`config.mk`:
```
export PLATFORM = sky130hd
export DESIGN_NAME = change_dispenser
export DESIGN_NICKNAME = d
export VERILOG_FILES = /design/src/rtl/coffee_pkg.sv /design/src/rtl/change_dispenser_cycle_timer.sv /design/src/rtl/change_dispenser.sv
export SDC_FILE = /design/constraint.sdc
export NUM_CORES = 1
export LEC_CHECK = 0
export BUFFER_PORTS_ARGS = -buffer_cell sky130_fd_sc_hd__buf_4
export CORE_MARGIN = 2
export CORE_UTILIZATION = 60
export DETAILED_ROUTE_END_ITERATION = 12
export PLACE_DENSITY = 0.86
export SLEW_MARGIN = 20
export SYNTH_ARGS = -nofsm -noshare
export SYNTH_HDL_FRONTEND = slang
export SYNTH_HIERARCHICAL = 1
export SYNTH_SLANG_ARGS = --single-unit
```
`constraint.sdc`:
```
create_clock -name clock -period 2.9 [get_ports clock]
set_input_delay 0.435 -clock clock [delete_from_list [all_inputs] [get_ports clock]]
set_output_delay 0.435 -clock clock [all_outputs]
set_load 0.02 [all_outputs]
```
`src/rtl/coffee_pkg.sv`:
```
// Shared types and constants for the coffee machine money paths.
// Amounts are counted in 100-units: a 100 coin is 1 unit, a 500 coin is 5 units.
package coffee_pkg;

  localparam int DEFAULT_AMOUNT_W = 4;
  localparam int COIN_100_UNITS   = 1;
  localparam int COIN_500_UNITS   = 5;

  typedef enum logic [2:0] {
    IDLE  = 3'd0,
    EJECT = 3'd1,
    GAP   = 3'd2,
    DONE  = 3'd3,
    FAULT = 3'd4
  } dispense_state_t;

  typedef enum logic {
    SEL_100 = 1'b0,
    SEL_500 = 1'b1
  } coin_sel_t;

endpackage

```
`src/rtl/change_dispenser_cycle_timer.sv`:
```
// cycle_timer: loadable up-counter with clear and terminal-count compare.
// clear has priority over load, load over count enable. tc_o is a pure
// compare of the current count against tc_value_i, so the owner can switch
// the terminal value from cycle to cycle.
module cycle_timer #(
  parameter int WIDTH = 8
) (
  input  logic             clk,
  input  logic             srst,
  input  logic             clear_i,
  input  logic             load_i,
  input  logic [WIDTH-1:0] load_value_i,
  input  logic             en_i,
  input  logic [WIDTH-1:0] tc_value_i,
  output logic             tc_o
);

  logic [WIDTH-1:0] count_q;
  logic [WIDTH-1:0] count_d;

  // Next count: clear, then load, then increment.
  always_comb begin
    count_d = count_q;
    if (clear_i) begin
      count_d = '0;
    end else if (load_i) begin
      count_d = load_value_i;
    end else if (en_i) begin
      count_d = count_q + WIDTH'(1);
    end
  end

  // Count register.
  always_ff @(posedge clk) begin
    if (srst) begin
      count_q <= '0;
    end else begin
      count_q <= count_d;
    end
  end

  assign tc_o = (count_q == tc_value_i);

endmodule

```
`src/rtl/change_dispenser.sv`:
```
// change_dispenser: pays out a change amount one coin at a time.
// Each coin is requested on eject_500/eject_100 until coin_ack, followed by a
// fixed idle gap. A missing ack within ACK_TIMEOUT cycles parks the block in
// FAULT until reset.
// Build option: define COIN_500_EN for greedy 500/100 payout; without it every
// coin is a 100 and eject_500 is tied low.
module change_dispenser
  import coffee_pkg::*;
#(
  parameter int AMOUNT_W    = DEFAULT_AMOUNT_W,
  parameter int ACK_TIMEOUT = 25_000_000,
  parameter int GAP_CYCLES  = 12_500_000
) (
  input  logic                clock,
  input  logic                reset,
  input  logic                change_valid,
  input  logic [AMOUNT_W-1:0] change_amount,
  output logic                change_ready,
  output logic                eject_500,
  output logic                eject_100,
  input  logic                coin_ack,
  output logic [AMOUNT_W-1:0] remaining,
  output logic                done,
  output logic                fault
);

  localparam int MAX_CYCLES = (ACK_TIMEOUT > GAP_CYCLES) ? ACK_TIMEOUT : GAP_CYCLES;
  localparam int TIMER_W    = $clog2(MAX_CYCLES) + 1;
  localparam logic [TIMER_W-1:0] ACK_LAST = TIMER_W'(ACK_TIMEOUT - 1);
  localparam logic [TIMER_W-1:0] GAP_LAST = TIMER_W'(GAP_CYCLES - 1);

  dispense_state_t     state_q, state_d;
  coin_sel_t           sel_q, sel_d;
  coin_sel_t           next_sel;
  logic [AMOUNT_W-1:0] remaining_q, remaining_d;
  logic [AMOUNT_W-1:0] coin_units;

  logic                timer_clear;
  logic                timer_en;
  logic                timer_tc;
  logic [TIMER_W-1:0]  timer_tc_value;

`ifdef COIN_500_EN
  // The select is latched on every entry to EJECT: from IDLE it looks at the
  // requested amount, from GAP at what is still owed.
  logic [AMOUNT_W-1:0] select_src;
  assign select_src = (state_q == IDLE) ? change_amount : remaining_q;
  assign next_sel   = (select_src >= AMOUNT_W'(COIN_500_UNITS)) ? SEL_500 : SEL_100;
`else
  assign next_sel   = SEL_100;
`endif

  // A 500 is only ever selected with at least 5 units owed, so this never underflows.
  assign coin_units = (sel_q == SEL_500) ? AMOUNT_W'(COIN_500_UNITS)
                                         : AMOUNT_W'(COIN_100_UNITS);

  // Next-state, payout bookkeeping and coin select.
  always_comb begin
    state_d     = state_q;
    sel_d       = sel_q;
    remaining_d = remaining_q;
    case (state_q)
      IDLE: begin
        if (change_valid) begin
          if (change_amount == '0) begin
            state_d = DONE;
          end else begin
            remaining_d = change_amount;
            sel_d       = next_sel;
            state_d     = EJECT;
          end
        end
      end
      EJECT: begin
        // An ack arriving on the timeout cycle still counts as a delivered coin.
        if (coin_ack) begin
          remaining_d = remaining_q - coin_units;
          state_d     = GAP;
        end else if (timer_tc) begin
          state_d = FAULT;
        end
      end
      GAP: begin
        if (timer_tc) begin
          if (remaining_q == '0) begin
            state_d = DONE;
          end else begin
            sel_d   = next_sel;
            state_d = EJECT;
          end
        end
      end
      DONE:    state_d = IDLE;
      FAULT:   state_d = FAULT;
      default: state_d = IDLE;
    endcase
  end

  // One timer serves both the ack timeout and the gap; it restarts on every
  // state change so each EJECT/GAP visit counts from zero.
  always_comb begin
    timer_clear    = (state_d != state_q);
    timer_en       = (state_q == EJECT) || (state_q == GAP);
    timer_tc_value = (state_q == EJECT) ? ACK_LAST : GAP_LAST;
  end

  cycle_timer #(
    .WIDTH (TIMER_W)
  ) u_timer (
    .clk          (clock),
    .srst         (reset),
    .clear_i      (timer_clear),
    .load_i       (1'b0),
    .load_value_i ('0),
    .en_i         (timer_en),
    .tc_value_i   (timer_tc_value),
    .tc_o         (timer_tc)
  );

  // State, select and remaining-amount registers.
  always_ff @(posedge clock) begin
    if (reset) begin
      state_q     <= IDLE;
      sel_q       <= SEL_100;
      remaining_q <= '0;
    end else begin
      state_q     <= state_d;
      sel_q       <= sel_d;
      remaining_q <= remaining_d;
    end
  end

  assign change_ready = (state_q == IDLE);
  assign eject_100    = (state_q == EJECT) && (sel_q == SEL_100);
`ifdef COIN_500_EN
  assign eject_500    = (state_q == EJECT) && (sel_q == SEL_500);
`else
  assign eject_500    = 1'b0;
`endif
  assign remaining    = remaining_q;
  assign done         = (state_q == DONE);
  assign fault        = (state_q == FAULT);

endmodule

```
# Word level (Yosys, flattened, before mapping)
# Index checks and enable logic that the tools add are counted.
dict set report totals {
  in_bits 8
  register_bits 34
  output_inout_bits 9
  wordCells 46
}
dict set report classes {
  n_mux 18
  n_eq_ne 11
  n_bitwise 1
  n_reduce_logical 10
  addsub 2
}
# op n
set ops {}
lappend ops {{$add 26x1->26 const B} 1}
lappend ops {{$eq 26x25->1} 1}
lappend ops {{$mux 25} 1}
lappend ops {{$mux 3} 5}
lappend ops {{$mux 4} 3}
lappend ops {{$pmux 3 s4} 1}
lappend ops {{$ne 2x2->1 const B} 5}
lappend ops {{$logic_not 4->1} 2}
lappend ops {{$pmux 4 s2} 1}
lappend ops {{$eq 3x2->1 const B} 2}
lappend ops {{$reduce_and 5->1} 1}
lappend ops {{$mux 1} 4}
lappend ops {{$mux 2} 2}
lappend ops {{$reduce_and 4->1} 1}
lappend ops {{$reduce_bool 2->1} 2}
lappend ops {{$sub 4x3->4} 1}
lappend ops {{$eq 3x1->1 const B} 1}
lappend ops {{$eq 3x3->1 const B} 1}
lappend ops {{$logic_not 3->1} 1}
lappend ops {{$ne 3x3->1} 1}
lappend ops {{$pmux 1 s2} 1}
lappend ops {{$reduce_or 2->1} 1}
lappend ops {{$logic_and 1x1->1} 1}
lappend ops {{$logic_or 1x1->1} 1}
lappend ops {{$not 1->1} 1}

# Logic depth before layout (Yosys ltp)
# Gate-level depths: netlist of run 1.
dict set report logic_depth {
  depth_word 8
  depth_mapped 13
  mapped_depth_nobuf 11
}

# Hierarchy
# Netlist of run 1, hierarchy kept.
# module cells_each instances seq_area_each_um2 area_per_inst_um2
set modules_own_cells {}
lappend modules_own_cells {cycle_timer 224 1 520.5 1773.0}
lappend modules_own_cells {change_dispenser 70 1 140.1 520.5}

# Least setup slack after synthesis of run 1
# Ideal clock, no wire load.
dict set report synth_timing {
  path_type {register to register}
  from {register state_q[0]}
  to {register u_timer.count_q[1]}
  setup_ns 0.124
  required_ns 2.776
  n_path_buf 2
  period_less_slack_ns 2.525
  stages_incl_launch_ff 13
  path_slack_ns 0.375
  t_arrival_ns 2.401
  path_cell_list {dfxtp_1 > or3b_1 > buf_4 > inv_4 > xor2_1 > nor4_1 > nand3_1 > nor4_1 > nor2_1 > a21oi_1 > or2_2 > buf_1 > nor2_1}
}
dict set report synth_via {
  elab_chain_cells 8
  elab_cells_between_ends 14
  classes_between {eq/ne: 5; mux: 6; reduce/logical: 3}
}
# item line
set synth_lines {}
lappend synth_lines {{from (decl)} change_dispenser.sv:32} ;# dispense_state_t state_q, state_d;
lappend synth_lines {{from (signal assigned)} change_dispenser.sv:127} ;# state_q <= state_d;
lappend synth_lines {{$eq 3x1->1 (*)} change_dispenser.sv:104} ;# timer_tc_value = (state_q == EJECT) ? ACK_LAST : GAP_LAST;
lappend synth_lines {{$mux 25 (*)} change_dispenser.sv:104}
lappend synth_lines {{net timer_tc_value[10]} change_dispenser.sv:41} ;# logic [TIMER_W-1:0] timer_tc_value;
lappend synth_lines {{$eq 26x25->1 (*)} change_dispenser_cycle_timer.sv:42} ;# assign tc_o = (count_q == tc_value_i);
lappend synth_lines {{net timer_tc} change_dispenser.sv:40} ;# logic timer_tc;
lappend synth_lines {{$mux 3} change_dispenser.sv:79} ;# end else if (timer_tc) begin
lappend synth_lines {{$mux 3} change_dispenser.sv:76} ;# if (coin_ack) begin
lappend synth_lines {{$pmux 3 s4 (*)} change_dispenser.sv:62} ;# case (state_q)
lappend synth_lines {{$ne 3x3->1 (*)} change_dispenser.sv:102} ;# timer_clear = (state_d != state_q);
lappend synth_lines {{net timer_clear} change_dispenser.sv:38} ;# logic timer_clear;
lappend synth_lines {{$reduce_or 2->1 (no line) (*)} -}
lappend synth_lines {{to (signal assigned)} change_dispenser_cycle_timer.sv:38} ;# count_q <= count_d;
lappend synth_lines {{to (decl)} change_dispenser_cycle_timer.sv:18} ;# logic [WIDTH-1:0] count_q;
# Mark *: on every way through the listed nets, which the timed path passes. The rest lies on a longest branch.
# A chain may end at the register's enable or synchronous reset.

# Worst setup path after layout of run 1
dict set report layout_timing {
  from {register state_q[0]}
  to {register u_timer.count_q[17]}
}
dict set report layout_via {
  elab_chain_cells 8
  elab_cells_between_ends 14
  classes_between {eq/ne: 5; mux: 6; reduce/logical: 3}
}
# item line
set layout_lines {}
lappend layout_lines {{$eq 3x1->1 (*)} change_dispenser.sv:104}
lappend layout_lines {{$mux 25 (*)} change_dispenser.sv:104}
lappend layout_lines {{$eq 26x25->1 (*)} change_dispenser_cycle_timer.sv:42}
lappend layout_lines {{net timer_tc} change_dispenser.sv:40}
lappend layout_lines {{$mux 3} change_dispenser.sv:79}
lappend layout_lines {{$mux 3} change_dispenser.sv:76}
lappend layout_lines {{$pmux 3 s4 (*)} change_dispenser.sv:62}
lappend layout_lines {{$ne 3x3->1 (*)} change_dispenser.sv:102}
lappend layout_lines {{net timer_clear} change_dispenser.sv:38}
lappend layout_lines {{$reduce_or 2->1 (no line) (*)} -}
# Marks and branches as above.

==> results of run 1 <==
layer usage:
| layer | GRT usage (%) | wire length [um] | vias up | part of all wire (%) |
|---|---|---|---|---|
| li1 | - | - | 1144 | - |
| met1 | 37.5 | 2460 | 1028 | 46 |
| met2 | 44.6 | 2620 | 59 | 49 |
| met3 | 4.94 | 245 | 4 | 4.6 |
| met4 | 10.4 | 48 | 0 | 0.89 |
| met5 | 0 | 0 | - | 0 |
cell type report:
type	count	area share (%)
clock buffers	7	3.55
clock inverters	1	0.185
inverters	8	1.20
multi-input cells	277	62.1
flip-flops and latches	33	24.4
well taps	48	2.22
repair buffers	23	6.37
kinds of logic (layout without fill, tap and decap cells):
| logic type | Yosys count | after routing | synth area share, % |
|---|---|---|---|
| and+or+nand+nor | 119 | 119 | 30.2 |
| AOI/OAI and AO/OA | 72 | 72 | 19.4 |
| xor gates and xnor gates | 37 | 37 | 14.1 |
| DFF | 33 | 33 | 28.8 |
| buffers and inverters | 27 | 39 | 5.07 |
| adders and majority gates | 3 | 3 | 1.64 |
| other | 2 | 45 | 0.327 |
| muxes | 1 | 1 | 0.436 |
repair_timing:
| action | CTS | global route |
|---|---|---|
| gates resized for setup | 0 | 1 |
| buffers inserted | 0 | 0 |
| setup endpoints to repair | 0 | 14 |
| endpoints found under the hold margin | 0 | 0 |
through the flow:
| stage | setup slack (ps) | total power [mW] | instances | util [%] |
|---|---|---|---|---|
| after detailed placement | 292 | 0.775 | 389 | 71.1 |
| final | 194 | 1.17 | 397 | 74.1 |
| after global routing | 3.01 | 1.22 | 397 | 74.1 |
| after CTS | 157 | 1.17 | 397 | 73.9 |
| after floorplan | 375 | 0.711 | 337 | - |
| after global placement | 414 | 0.769 | 389 | 71.1 |
worst register-to-register path: cells and delay by family, from the launching register on:
kind,cells,cell delay [ps]
DFF,1,340
xor gates and xnor gates,1,90
buffers and inverters,2,400
and+or+nand+nor,6,1420
AOI/OAI and AO/OA,3,340
power by group:
group          internal (mW)  switching, mW  total [mW]
clock                  0.215          0.178       0.392
sequential             0.484         0.0448       0.529
combinational          0.107          0.138       0.245
total                  0.805          0.361        1.17
cells in the final DEF, fill, tap and decap left out, types with 7 or more instances in the layout:
cell type   n
inv_1       7
nor3_1     18
a21oi_1    20
nor4_1     11
buf_4      23
clkbuf_8    7
xor2_1     17
nand4_1    11
nand2_1    18
nor2_1     16
and4_1      7
a211oi_1    8
xnor2_1    20
conb_1     45
o21ai_0    25
nand3_1     8
dfxtp_1    33
flip-flops by register name (all words and copies together), names as in the netlist:
| register | flops |
|---|---|
| state_q | 3 |
| u_timer/count_q | 26 |
| remaining | 4 |
worst paths after layout:
path | from | cells after the start | slack (ps) | end
worst min-delay path | reset | 2 | 370 | remaining[3]
worst min register to register | remaining[3] | 2 | 490 | remaining[3]
worst max-delay path | state_q[0] | 12 | 190 | u_timer/count_q[17]
worst max register to register | state_q[0] | 12 | 190 | u_timer/count_q[17]
==> out/metrics.yaml, run 1 <==
cts:
  root_buffer: "clkbuf_8"
  holdBufCountCts: 0
  cts_htree_levels: 2
  cts_tree: "built"
  cts_sinks: 33
  insertion_delay_ps: 290
  cts_inserted_buffers: 5
  clkTransAtPathRegs_ps: 70
  clk_path_buf_depth: 2
sta:
  slew_headroom_pct: 60.6
  rsz0062_at_grt: "false"
  fin_crit_sh_pct: 93.3
  max_freq_ghz: 0.370
  skew_ps: 3.90
  hold_violations: 0
  setup_tns_ps: 0
  slew_violations: 0
  hold_slack_ps: 374
  setup_viol_count_final: 0
  min_period_ps: 2710
  tightest_slew_ps: 586
cells_and_area:
  regArea_um2: 661
  antennaDiodeCount: 0
  fin_nets: 359
  drive_above_1_share_pct: 11.2
  fill_cells: 312
  stdcell_area_mm2: 0.00271
  syn_to_final_growth_pct: 18.2
  multi_input_area_mm2: 0.00168
status:
  outcome: "completed"
place:
  dp_hpwl_mm: 3.87
  io_buffers: 15
  placedInstanceArea_mm2: 0.00260
  gp_congestion: 0.835
die:
  die_area_mm2: 0.00433
  fp.dieW_um: 65.8
  pin_count: 17
  start_util_pct: 62.6
  coreArea_mm2: 0.00366
  die_h_um: 65.8
  fp-row-count: 22
critical_path:
  crit_chain: "or3b_1 -> inv_4 -> xor2_1 -> nor4_1 -> nand3_1 -> nor4_2 -> nor2_1 -> a21oi_1 -> nor2_1 -> buf_4 -> o21ai_0 -> a31oi_1"
  arrival_ps: 2890
  crit_path_start_kind: "flip-flop"
  crit_fanout: 18
  cp-end-kind: "flip-flop"
  crit_required_ps: 3080
  path_class: "reg -> reg"
  path_delay_family: "simple AND/OR/NAND/NOR gates"
  cp_slowest_cell: "or3b_1"
  crit_top_cell: "nor2_1"
  cp_slowest_stage_delay_ps: 510
  cp_num_buf_inv: 2
synth:
  synth_commonest_cells: "33 x dfxtp_1, 25 x o21ai_0, 20 x a21oi_1, 20 x xnor2_1"
  synth_top_area_share_pct: 28.8
  syn_inst: 294
  ys.flop_type: "dfxtp_1"
  yosysSeqAreaShare_pct: 28.8
  yosysMostFrequentCell: "dfxtp_1"
  syn_area_per_cell_um2: 7.80
  netlist_area_mm2: 0.00229
  async_flop_share_pct: 0
  ys_types: 47
  synthTopCellsByArea: "dfxtp_1 29%, xnor2_1 7.6%, xor2_1 6.5%"
  ys_ff_latch: 33
  synth_edf_count: 0
  yosysWarnings: 6
  synth_top_cell_by_area: "dfxtp_1"
detailed_routing:
  drc: 0
  totalWireLength_mm: 5.37
  ant_nets: 0
  avgViaCountPerCell: 5.63
  wl_per_cell_um: 13.5
  vias: 2235
  first_iter_violations: 137
  drt_pre_antenna_iters: 4
pwr:
  max-vdd-ir-drop_uv: 392
  p_leak_nw: 1.01
  p_per_area_mw_per_mm2: 430
hold_path:
  holdCritPathClass: "in -> reg"
global_routing:
  grt_pass1_wl_mm: 9.39
  antenna_found_initial: 0
  grt_pass1_vias: 2005
  grt_start_max_net_pins: 43
  grt.overflow.total: 0
  track_usage_pct: 27.9
flow_run:
  max_cap_viol_count: 0
No activity file was read; power rests on OpenSTA's default activity.
==> run 2, diff against run 1 <==
BUFFER_PORTS_ARGS = -buffer_cell sky130_fd_sc_hd__buf_2   (was -buffer_cell sky130_fd_sc_hd__buf_4)
==> run 2 against run 1 <==
- clock-buffer cell count down 2
- critical endpoint is now u_timer/count_q[24]
- core utilization is 1.6 points lower
- global-route usage rose by 0.15 points
- total power shrank 4.6%
- fmax increased by 1.1%
- critical path depth unchanged
- via count increased by 1.4%
==> out/metrics.yaml, run 2 (synthesized netlist as in run 1, its figures left out) <==
status:
  outcome: "completed"
critical_path:
  crit_required_ps: 3070
  path_class: "reg -> reg"
  arrival_ps: 2850
  crit_fanout: 18
  cp-end-kind: "flip-flop"
  crit_path_start_kind: "flip-flop"
  worstRegToRegCells: 12
cts:
  cts_htree_levels: 2
  insertion_delay_ps: 290
  root_buffer: "clkbuf_8"
  cts_tree: "built"
  cts_setup_buffers: 0
  cts.repair.resized: 0
  cts_sinks: 33
  cts_inserted_buffers: 5
  holdBufCountCts: 0
  clkTransAtPathRegs_ps: 70
  clk_path_buf_depth: 2
cells_and_area:
  antennaDiodeCount: 0
  fill_cells: 286
  syn_to_final_growth_pct: 15.7
  layout_common_cells: "45 x conb_1, 33 x dfxtp_1, 25 x o21ai_0"
  regMostFlops: "u_timer/count_q"
  layout_commonest_cell: "conb_1"
  fin_nets: 359
  stdcell_area_mm2: 0.00265
  multi_input_area_mm2: 0.00168
  largest_reg_flops: 26
  drive_above_1_share_pct: 10.9
  regArea_um2: 661
hold_path:
  hold_depth: 2
  holdCritPathClass: "in -> reg"
sta:
  rsz0062_at_grt: "false"
  tightest_slew_ps: 659
  setup_viol_count_final: 0
  hold_violations: 0
  max_freq_ghz: 0.374
  fin_crit_sh_pct: 92.3
  slew_violations: 0
  slew_headroom_pct: 55.6
  setup_tns_ps: 0
  skew_ps: 7.90
  min_period_ps: 2680
global_routing:
  grt_pass1_vias: 2037
  track_usage_pct: 28.0
  grt_start_max_net_pins: 43
  grt_pass1_wl_mm: 9.34
  antenna_found_initial: 0
  grt.overflow.total: 0
die:
  coreArea_mm2: 0.00366
  fp-row-count: 22
  die_h_um: 65.8
  die_area_mm2: 0.00433
  start_util_pct: 62.6
  pin_count: 17
  fp.dieW_um: 65.8
detailed_routing:
  ant_nets: 0
  topRoutingLayerUsed: "met4"
  wl_met3_um: 286
  vias: 2267
  first_iter_violations: 146
  avgViaCountPerCell: 5.71
  dr_wl_met2_mm: 2.66
  wl_per_cell_um: 14.0
  totalWireLength_mm: 5.55
  wl_met1_mm: 2.50
  drt_pre_antenna_iters: 4
  drc: 0
pwr:
  max-vdd-ir-drop_uv: 404
  p_per_area_mw_per_mm2: 419
  p_leak_nw: 0.996
flow_run:
  max_cap_viol_count: 0
place:
  gp_congestion: 0.821
  io_buffers: 15
  placedInstanceArea_mm2: 0.00257
  dp_hpwl_mm: 4.01
-- run 2: changes by cell type in the layout (fill, tap and decap cells not counted) --
| cell | previous run | this run |
|---|---|---|
| nor4_2 | 1 | 0 |
| nor4_1 | 11 | 12 |
| clkbuf_8 | 7 | 5 |
| buf_2 | 0 | 15 |
| clkinvlp_4 | 0 | 1 |
| buf_4 | 23 | 8 |
| clkinv_2 | 1 | 2 |
-- run 2: final cells by class --
cell class / count / area share [%]
Timing Repair Buffer: 23 / 5.09
Tap cell: 48 / 2.26
Clock buffer: 5 / 2.59
Multi-Input combinational cell: 277 / 63.3
Clock inverter: 3 / 0.660
Inverter: 8 / 1.23
Sequential cell: 33 / 24.9
-- run 2: final timing paths --
| kind | from | endpoint | slack (ps) |
|---|---|---|---|
| max | state_q[2] | u_timer/count_q[24] | 220 |
| min | reset | remaining[3] | 420 |
| max reg2reg | state_q[2] | u_timer/count_q[24] | 220 |
| min reg2reg | remaining[3] | remaining[3] | 490 |
-- run 2: metal layers --
| metal | vias up | global-route usage [%] |
|---|---|---|
| met5 | - | 0 |
| met4 | 0 | 12.8 |
| met3 | 8 | 5.79 |
| met2 | 56 | 45.3 |
| met1 | 1063 | 35.7 |
| li1 | 1140 | - |
-- run 2: power by group --
part	internal (mW)	switching, mW
combinational	0.0992	0.141
sequential	0.484	0.0439
clock	0.166	0.179
-- run 2: worst max-delay path, stage by stage, from the launching register on --
cell,delay (ps)
dfxtp_1,320
or3b_1,530
inv_4,200
xor2_1,90
nor4_1,290
nand3_1,110
nor4_1,370
nor2_1,70
a21oi_1,180
nor2_1,70
buf_4,190
o21ai_0,90
a31oi_1,50
-- run 2: per-stage QoR --
| step | utilization (%) | power, mW | cells | hold slack [ps] | setup WS [ps] |
|---|---|---|---|---|---|
| global route | 72.5 | 1.18 | 397 | 427 | 5.12 |
| finish | 72.5 | 1.11 | 397 | 421 | 223 |
| CTS | 72.5 | 1.11 | 397 | 413 | 235 |
| global placement | 70.1 | 0.761 | 389 | 481 | 408 |
| floorplan | - | 0.711 | 337 | 486 | 375 |
| detailed placement | 70.1 | 0.768 | 389 | 483 | 245 |
==> run 3, diff against run 2 <==
ABC_CLOCK_PERIOD_IN_PS = 2900   (was default)
CTS_CLUSTER_DIAMETER = 30   (was default)
PLACE_DENSITY = 0.8   (was 0.86)
==> run 3 against run 2 <==
- hold slack gained 11 ps
- global-route usage shrank 0.70 points
- non-clock buffer count is the same
- sequential power is essentially flat
- total power grew 1.2%
- clock power grew 4%
- routed wire length shrank 0.99%
==> out/metrics.yaml, run 3 (synthesized netlist as in run 1, its figures left out) <==
sta:
  slew_violations: 0
  hold_slack_ps: 432
  setup_viol_count_final: 0
  min_period_ps: 2540
  skew_ps: 4.28
  setup_tns_ps: 0
  tightest_slew_ps: 598
  slew_headroom_pct: 59.9
  hold_violations: 0
  rsz0062_at_grt: "false"
  fin_crit_sh_pct: 87.5
  max_freq_ghz: 0.394
global_routing:
  grt.overflow.total: 0
  grt_start_max_net_pins: 43
  grt_pass1_vias: 2102
  track_usage_pct: 27.3
  grt_pass1_wl_mm: 9.27
  antenna_found_initial: 0
cts:
  cts_sinks: 33
  clkTransAtPathRegs_ps: 70
  insertion_delay_ps: 290
  cts_tree: "built"
  cts_setup_buffers: 0
  cts_htree_levels: 2
  cts_inserted_buffers: 5
  clk_path_buf_depth: 2
  root_buffer: "clkbuf_8"
  holdBufCountCts: 0
critical_path:
  cp-end-kind: "flip-flop"
  crit_fanout: 18
  cp_slowest_stage_delay_ps: 460
  crit_top_cell: "nor2_1"
  cp_slowest_cell: "or3b_4"
  path_class: "reg -> reg"
  crit_path_start_kind: "flip-flop"
  arrival_ps: 2710
  crit_chain: "or3b_4 -> inv_4 -> xor2_1 -> nor4_1 -> nand3_1 -> nor4_2 -> nor2_1 -> a21oi_1 -> nor2_1 -> buf_4 -> o21ai_0 -> nor3b_1"
  crit_required_ps: 3070
status:
  outcome: "completed"
pwr:
  p_int_uw: 773
  switchingPower_uw: 353
  seq_power_share_pct: 46.9
  comb_power_share_pct: 21.3
  p_leak_nw: 0.999
  swShare_pct: 31.4
  max-vdd-ir-drop_uv: 292
  p_clk_share_pct: 31.8
  p_per_area_mw_per_mm2: 423
place:
  gp_congestion: 0.863
  dp_hpwl_mm: 3.84
  io_buffers: 15
die:
  pin_count: 17
  fp.dieW_um: 65.8
  fp-row-count: 22
  die_area_mm2: 0.00433
  coreArea_mm2: 0.00366
  die_h_um: 65.8
  start_util_pct: 62.6
cells_and_area:
  layout_common_cells: "45 x conb_1, 33 x dfxtp_1, 25 x o21ai_0"
  regArea_um2: 661
  syn_to_final_growth_pct: 16.0
  multi_input_area_mm2: 0.00169
  regMostFlops: "u_timer/count_q"
  fin_nets: 359
  fill_cells: 287
  antennaDiodeCount: 0
  largest_reg_flops: 26
  layout_commonest_cell: "conb_1"
  drive_above_1_share_pct: 10.9
detailed_routing:
  wl_met3_um: 242
  avgViaCountPerCell: 5.68
  wl_per_cell_um: 13.9
  vias: 2250
  topRoutingLayerUsed: "met4"
  dr_wl_met2_mm: 2.66
  first_iter_violations: 162
  drc: 0
  ant_nets: 0
  totalWireLength_mm: 5.50
  wl_met1_mm: 2.54
  drt_pre_antenna_iters: 5
hold_path:
  holdCritPathClass: "in -> reg"
flow_run:
  max_cap_viol_count: 0
-- run 3: repair_timing --
action | in CTS | in global routing
setup endpoints to repair | 0 | 27
resized for setup | 0 | 2
endpoints found under the hold margin | 0 | 0
-- run 3: power by group through the flow --
stage                     combinational, mW  clock [mW]  sequential, mW
final                                 0.239       0.359           0.528
after global routing                  0.270       0.378           0.532
after CTS                             0.232       0.367           0.527
after detailed placement              0.230           0           0.537
after global placement                0.226           0           0.535
after floorplan                       0.180           0           0.530
-- run 3: final timing paths --
check | start | to | slack (ps) | cells after the start
setup / recovery | state_q[2] | u_timer/count_q[19] | 360 | 12
hold / removal | reset | remaining[3] | 430 | 2
setup reg to reg | state_q[2] | u_timer/count_q[19] | 360 | 12
hold reg to reg | remaining[3] | remaining[3] | 510 | 2
-- run 3: cell type report --
type | instances | share of cell area (%)
well taps | 48 | 2.26
multi-input cells | 277 | 63.4
clock buffers | 7 | 3.24
flip-flops and latches | 33 | 24.8
repair buffers | 23 | 5.08
inverters | 8 | 1.22
-- run 3: critical path: cells and delay by family (launching register included) --
family          cells  cell delay (ps)
xor+xnor            1               80
buf+inv             2              350
simple gates        7             1410
flops               1              320
compound gates      2              260
-- run 3: metal layers --
layer | global-route usage (%) | up-vias
met5 | 0 | -
met4 | 10.7 | 0
met3 | 4.94 | 5
met2 | 47.1 | 54
met1 | 33.5 | 1047
li1 | - | 1144
-- run 3: stage by stage --
| step | power (mW) | instance area, um2 | setup WS (ps) | std cells | util [%] |
|---|---|---|---|---|---|
| after CTS | 1.13 | 2650 | 208 | 396 | 72.5 |
| final | 1.13 | 2660 | 361 | 396 | 72.7 |
| after global routing | 1.18 | 2660 | 73.6 | 396 | 72.7 |
| after detailed placement | 0.767 | 2570 | 319 | 389 | 70.1 |
| after global placement | 0.762 | 2570 | 409 | 389 | 70.1 |
| after floorplan | 0.711 | 2450 | 375 | 337 | - |
